## src/rtl/qisp_pkg.sv

```systemverilog
// Shared fetch-side types and constants: default widths, reset PC, fetch FSM states.
package qisp_pkg;

    localparam int          QISP_ADDR_W   = 16;
    localparam logic [15:0] QISP_RESET_PC = 16'h0000;
    localparam int          INSTR_W       = 16;

    typedef enum logic [1:0] {
        IDLE,
        WAIT,
        DROP,
        HALTED
    } fetch_state_t;

endpackage

```

## src/rtl/if_fifo.sv

```systemverilog
// Instruction FIFO: registered head, same-cycle push/pop, synchronous flush.
// Latency: a push is visible at the head the next cycle; pop is ignored when empty.
module if_fifo #(
    parameter int WIDTH = 32,
    parameter int DEPTH = 2
) (
    input  logic                     clk,
    input  logic                     rst,
    input  logic                     push,
    input  logic [WIDTH-1:0]         push_dat,
    input  logic                     pop,
    input  logic                     flush,
    output logic [$clog2(DEPTH):0]   count,
    output logic [WIDTH-1:0]         head_dat,
    output logic                     head_vld
);
    localparam int PW = $clog2(DEPTH);

    logic [WIDTH-1:0] mem [DEPTH];
    logic [PW-1:0]    wr_ptr;
    logic [PW-1:0]    rd_ptr;
    logic             do_pop;

    assign head_vld = (count != '0);
    assign do_pop   = pop & head_vld;
    assign head_dat = mem[rd_ptr];

    always_ff @(posedge clk or posedge rst) begin
        if (rst) begin
            wr_ptr <= '0;
            rd_ptr <= '0;
            count  <= '0;
        end else if (flush) begin
            wr_ptr <= '0;
            rd_ptr <= '0;
            count  <= '0;
        end else begin
            if (push)
                wr_ptr <= wr_ptr + PW'(1);
            if (do_pop)
                rd_ptr <= rd_ptr + PW'(1);
            count <= count + (PW+1)'(push) - (PW+1)'(do_pop);
        end
    end

    // Storage needs no reset: head is only observed while head_vld is set.
    always_ff @(posedge clk) begin
        if (push && !flush)
            mem[wr_ptr] <= push_dat;
    end

endmodule

```

## src/rtl/if_unit.sv

```systemverilog
// Instruction fetch: one outstanding memory read, buffered words to decode via valid/ready.
// Word is valid to decode the cycle after mem_ack; fetching pauses when the buffer has no room.
module if_unit
    import qisp_pkg::*;
#(
    parameter int                ADDR_W    = QISP_ADDR_W,
    parameter logic [ADDR_W-1:0] RESET_PC  = ADDR_W'(QISP_RESET_PC),
    parameter int                BUF_DEPTH = 2
) (
    input  logic               clk,
    input  logic               rst,
    output logic               mem_req,
    output logic [ADDR_W-1:0]  mem_addr,
    input  logic               mem_ack,
    input  logic [INSTR_W-1:0] mem_rdata,
    output logic [INSTR_W-1:0] i_reg,
    output logic [ADDR_W-1:0]  i_pc,
    output logic               i_valid,
    input  logic               i_ready,
    input  logic               redirect,
    input  logic [ADDR_W-1:0]  redirect_pc,
    input  logic               halt,
    output logic               halted
);
    localparam int CW = $clog2(BUF_DEPTH) + 1;

    typedef struct packed {
        logic [ADDR_W-1:0]  pc;
        logic [INSTR_W-1:0] instr;
    } entry_t;

    fetch_state_t      state, state_nxt;
    logic [ADDR_W-1:0] pc, pc_nxt, addr_nxt, last_pc;
    logic              req_nxt, halt_pend, halt_pend_nxt;
    logic              push, pop, flush, ack, head_vld, room;
    logic [CW-1:0]     count;
    logic [CW:0]       fill;
    entry_t            push_ent, head_ent;

    assign ack      = mem_req & mem_ack;
    assign push_ent = '{pc: pc, instr: mem_rdata};
    assign room     = count < CW'(BUF_DEPTH);
    assign fill     = {1'b0, count} + (CW+1)'(1) - (CW+1)'(pop);

    if_fifo #(.WIDTH($bits(entry_t)), .DEPTH(BUF_DEPTH)) u_fifo (
        .clk      (clk),
        .rst      (rst),
        .push     (push),
        .push_dat (push_ent),
        .pop      (pop),
        .flush    (flush),
        .count    (count),
        .head_dat (head_ent),
        .head_vld (head_vld)
    );

    always_comb begin
        state_nxt     = state;
        pc_nxt        = pc;
        req_nxt       = mem_req;
        addr_nxt      = mem_addr;
        halt_pend_nxt = halt_pend;
        push          = 1'b0;
        pop           = 1'b0;
        flush         = 1'b0;
        if (state != HALTED) begin
            if (halt_pend) begin
                // Halt is waiting out the last handshake; everything else is ignored.
                if (ack) begin
                    state_nxt     = HALTED;
                    req_nxt       = 1'b0;
                    halt_pend_nxt = 1'b0;
                end
            end else if (halt) begin
                flush = 1'b1;
                if (mem_req && !ack) begin
                    state_nxt     = DROP;
                    halt_pend_nxt = 1'b1;
                end else begin
                    state_nxt = HALTED;
                    req_nxt   = 1'b0;
                end
            end else if (redirect) begin
                flush  = 1'b1;
                pc_nxt = redirect_pc;
                if (mem_req && !ack) begin
                    state_nxt = DROP;
                end else if (mem_req) begin
                    // Acked word belongs to the old stream; refetch from the target at once.
                    state_nxt = WAIT;
                    addr_nxt  = redirect_pc;
                end
            end else begin
                pop = head_vld & i_ready;
                case (state)
                    IDLE: if (room) begin
                        state_nxt = WAIT;
                        req_nxt   = 1'b1;
                        addr_nxt  = pc;
                    end
                    WAIT: if (ack) begin
                        push   = 1'b1;
                        pc_nxt = pc + ADDR_W'(1);
                        if (fill < (CW+1)'(BUF_DEPTH)) begin
                            addr_nxt = pc_nxt;
                        end else begin
                            state_nxt = IDLE;
                            req_nxt   = 1'b0;
                        end
                    end
                    DROP: if (ack) begin
                        if (room) begin
                            state_nxt = WAIT;
                            addr_nxt  = pc;
                        end else begin
                            state_nxt = IDLE;
                            req_nxt   = 1'b0;
                        end
                    end
                    default: ;
                endcase
            end
        end
    end

    always_ff @(posedge clk or posedge rst) begin
        if (rst) begin
            state     <= IDLE;
            pc        <= RESET_PC;
            mem_req   <= 1'b0;
            mem_addr  <= RESET_PC;
            halt_pend <= 1'b0;
            last_pc   <= '0;
        end else begin
            state     <= state_nxt;
            pc        <= pc_nxt;
            mem_req   <= req_nxt;
            mem_addr  <= addr_nxt;
            halt_pend <= halt_pend_nxt;
            if (head_vld)
                last_pc <= head_ent.pc;
        end
    end

    assign i_valid = head_vld;
    assign i_reg   = head_vld ? head_ent.instr : '0;
    assign i_pc    = head_vld ? head_ent.pc : last_pc;
    assign halted  = (state == HALTED);

endmodule

```

## config.mk

```make
export PLATFORM = sky130hd
export DESIGN_NAME = if_unit
export DESIGN_NICKNAME = d
export VERILOG_FILES = /design/src/rtl/qisp_pkg.sv /design/src/rtl/if_fifo.sv /design/src/rtl/if_unit.sv
export SDC_FILE = /design/constraint.sdc
export NUM_CORES = 1
export LEC_CHECK = 0
export CELL_PAD_IN_SITES_DETAIL_PLACEMENT = 1
export CELL_PAD_IN_SITES_GLOBAL_PLACEMENT = 2
export CORE_ASPECT_RATIO = 1.25
export CORE_MARGIN = 2
export CORE_UTILIZATION = 30
export CTS_BUF_LIST = sky130_fd_sc_hd__clkbuf_8
export CTS_CLUSTER_DIAMETER = 150
export CTS_CLUSTER_SIZE = 12
export DETAILED_ROUTE_END_ITERATION = 6
export PLACE_DENSITY = 0.7
export SETUP_SLACK_MARGIN = 0.5
export SYNTH_ARGS = -nofsm -noshare
export SYNTH_HDL_FRONTEND = slang
export SYNTH_HIERARCHICAL = 1
export SYNTH_SLANG_ARGS = --single-unit
```

## constraint.sdc

```tcl
create_clock -name clk -period 11.2 [get_ports clk]
set_input_delay 1.12 -clock clk [delete_from_list [all_inputs] [get_ports clk]]
set_output_delay 1.12 -clock clk [all_outputs]
set_load 0.005 [all_outputs]
```

==> impl_metrics.py <==
metrics = {
    "status": {
        "status": "completed",
    },
    "worst_setup_path": {
        "path_class": "register to output port",
        "start_kind": "register",
        "arrival_ns": 2.52,
        "ff2ff_setup_slack_ns": 8.15,
        "crit_fanout": 34,
        "worstPathRequired_ns": 10.08,
        "cp-end-kind": "output port",
    },
    "worst_hold_path": {
        "hp-class": "register to register",
    },
    "synth": {
        "synth_top_area_share": 0.332,
        "synth_fa_ha_area_frac": 0.0151,
        "ys_seq_area_frac": 0.574,
        "syn-num-nets": 516,
        "synth_edf_count": 64,
        "synth_top_cell_by_area": "edfxtp_1",
        "synth_top_family_by_area": "multiplexers",
        "synth_cells": 471,
        "synth-simple-area-share": 0.123,
        "synth.mux.area_fraction": 0.123,
        "syn-mean-instance-area_um2": 12.3,
        "synthTopCellsByArea": "edfxtp_1 33%, dfrtp_1 24%, mux2_2 9.9%",
        "synth_cell_type_count": 60,
        "synth.ff_latch_count": 120,
        "netlist_area_um2": 5790,
        "post_synth_xor_area_fraction": 0.0235,
        "synth_flop_cell": "edfxtp_1",
        "async_flop_share": 0.467,
        "yosysWarnings": 6,
        "synth-compound-area-share": 0.0972,
    },
    "die": {
        "rows": 56,
        "die-area_um2": 20400,
        "fp.dieH_um": 159,
        "io-pin-count": 89,
        "initial_core_util": 0.307,
        "die_w_um": 128,
        "core_um2": 18800,
    },
    "final_layout": {
        "drive_gt1_frac": 0.176,
        "instances_no_fill": 800,
        "final_core_util": 0.381,
        "final_nets": 600,
        "final_cell_mix": "88 x clkdlybuf4s50_1, 64 x edfxtp_1, 56 x dfrtp_1, 51 x mux2_2, 37 x o21ai_0",
        "syn_to_final_growth_pct": 23.9,
        "insertedDiodeCount": 0,
        "n_fill_cell": 2009,
        "final_common_cell": "clkdlybuf4s50_1",
    },
    "power": {
        "intPower_uw": 915,
        "p_per_area_nw_per_um2": 187,
        "pwr-share-seq": 0.457,
        "p_sw_uw": 430,
        "p_clk_frac": 0.277,
        "p_total_mw": 1.35,
        "switching_share": 0.320,
        "ir_drop_mv": 0.0626,
        "combPwrFrac": 0.266,
        "power_leakage_nw": 2.67,
    },
    "drt": {
        "vias": 3997,
        "drtIter0Drc": 172,
        "wire_per_inst_um": 18.0,
        "wirelength_mm": 14.4,
        "antenna_left": 0,
        "drcViolationCount": 0,
        "viasPerCell": 5.00,
        "dr.pass1.iters": 4,
    },
    "clock_network": {
        "clock_latency_ns": 0.44,
        "cts_buffer_depth": 2,
        "cts_tree": "done",
        "cts_hold_buf": 0,
        "cts-root-buf": "clkbuf_8",
        "cts-resized-gates": 0,
        "cts.clk_slew.worst_paths_ns": 0.07,
        "numCtsBuffers": 17,
        "htreeDepth": 4,
        "cts.sinks": 120,
        "post-cts-setup-buffers": 0,
    },
    "placed_design": {
        "routabilityCongestion": 0.833,
        "io_buffer_count": 88,
        "place_inst": 768,
        "dp_hpwl_mm": 9.77,
    },
    "grt": {
        "grtUsageTotal": 0.148,
        "grt_overflow": 0,
        "grt_pass1_vias": 4255,
        "grt_pass1_wl_mm": 23.2,
        "grt_max_degree": 53,
        "antenna_found_initial": 0,
    },
    "timing": {
        "finClkSkew_ns": 0.0141,
        "tns_ns": 0,
        "finalCriticalPeriod_ns": 3.64,
        "timing_hold_violations_final": 0,
        "fmax_mhz": 275,
        "rsz0062_at_grt": "false",
        "tightest_slew_ns": 1.15,
        "period_share": 0.325,
        "relSlewSlack": 0.235,
        "setup_viol": 0,
        "maxSlewViolCount": 0,
    },
    "flow_run": {
        "max_cap_violations": 0,
    },
}
## final timing paths
kind / cells past startpoint / to / start
worst max-delay path: 3 / i_pc[9] / u_fifo/count[1]$_DFF_PP0_
worst min-delay path: 2 / mem_addr[7]$_DFFE_PP0P_ / mem_addr[7]$_DFFE_PP0P_
worst max register to register: 6 / u_fifo/mem[0][1]$_DFFE_PP_ / state[1]$_DFFE_PP0P_
worst min register to register: 2 / mem_addr[7]$_DFFE_PP0P_ / mem_addr[7]$_DFFE_PP0P_
max in group asynchronous: 3 / pc[1]$_DFFE_PP0P_ / rst
min in group asynchronous: 2 / u_fifo/wr_ptr$_DFFE_PP0P_ / rst
## Yosys cell counts, types with 3 or more instances
library cell	count
and2_1	17
mux2i_1	11
nand3_1	8
and3_1	4
nor4_1	9
a22oi_1	3
edfxtp_1	64
buf_2	5
nand4_1	4
a31oi_1	3
nor3_1	16
o21a_1	3
mux2_2	51
ha_1	7
nor2_1	16
nand2_1	35
buf_6	8
inv_1	12
o31ai_1	3
or3_1	4
o22ai_1	3
dfrtp_1	56
xnor2_1	11
a221o_1	3
o21ai_0	37
nor3b_1	4
clkbuf_1	10
a21oi_1	21
## critical path, stage by stage, from the launching register on
cell and delay (ns):
dfrtp_1 0.54, or2_2 0.62, mux2_2 0.43, clkdlybuf4s50_1 0.48
## stage by stage
stage               hold slack, ns  worst slack, ns  cell area [um2]
finish                       0.490             7.56             7180
global route                 0.521             7.37             7180
CTS                          0.491             7.47             7180
detailed placement           0.473             7.27             6810
global placement             0.476             7.31             6810
floorplan                    0.441             6.30             5790
## cell families after synthesis
kind of cell / after synthesis
AND/OR/NAND/NOR: 132
flip-flops: 120
AO/OA/AOI/OAI: 92
multiplexers: 64
buffers and inverters: 42
XOR/XNOR: 14
adder cells (fa/ha/maj): 7
## layer usage
metal / track usage / vias to the layer above / routed length (um)
met2: 0.253 / 99 / 7370
met4: 0.0589 / 0 / 328
met5: 0 / - / 0
met3: 0.0360 / 19 / 598
met1: 0.178 / 1972 / 6110
li1: - / 1907 / -
## power groups by stage
stage | logic [mW] | clock network, mW | registers (mW)
4_1_cts | 0.365 | 0.383 | 0.615
5_1_grt | 0.398 | 0.405 | 0.628
6_report | 0.358 | 0.372 | 0.615
3_3_place_gp | 0.355 | 0 | 0.620
2_1_floorplan | 0.233 | 0 | 0.585
3_5_place_dp | 0.362 | 0 | 0.625
## registers in the layout (all words and copies together), names as in the netlist
name and cells:
halt_pend 1, last_pc 16, mem_addr 16, mem_req 1
pc 16, state 2, u_fifo/count 2, u_fifo/mem 64
u_fifo/rd_ptr 1, u_fifo/wr_ptr 1
## final cells by class
type / count / area [um2] / share of cell area
sequential: 120 / 3320 / 0.463
multi-input combinational: 309 / 2220 / 0.309
timing repair buffer: 94 / 926 / 0.129
tap: 232 / 290 / 0.0404
clock buffer: 17 / 234 / 0.0326
clock inverter: 15 / 138 / 0.0192
inverter: 13 / 48.8 / 0.00680
Note: power is estimated with default switching activity, not from simulation.
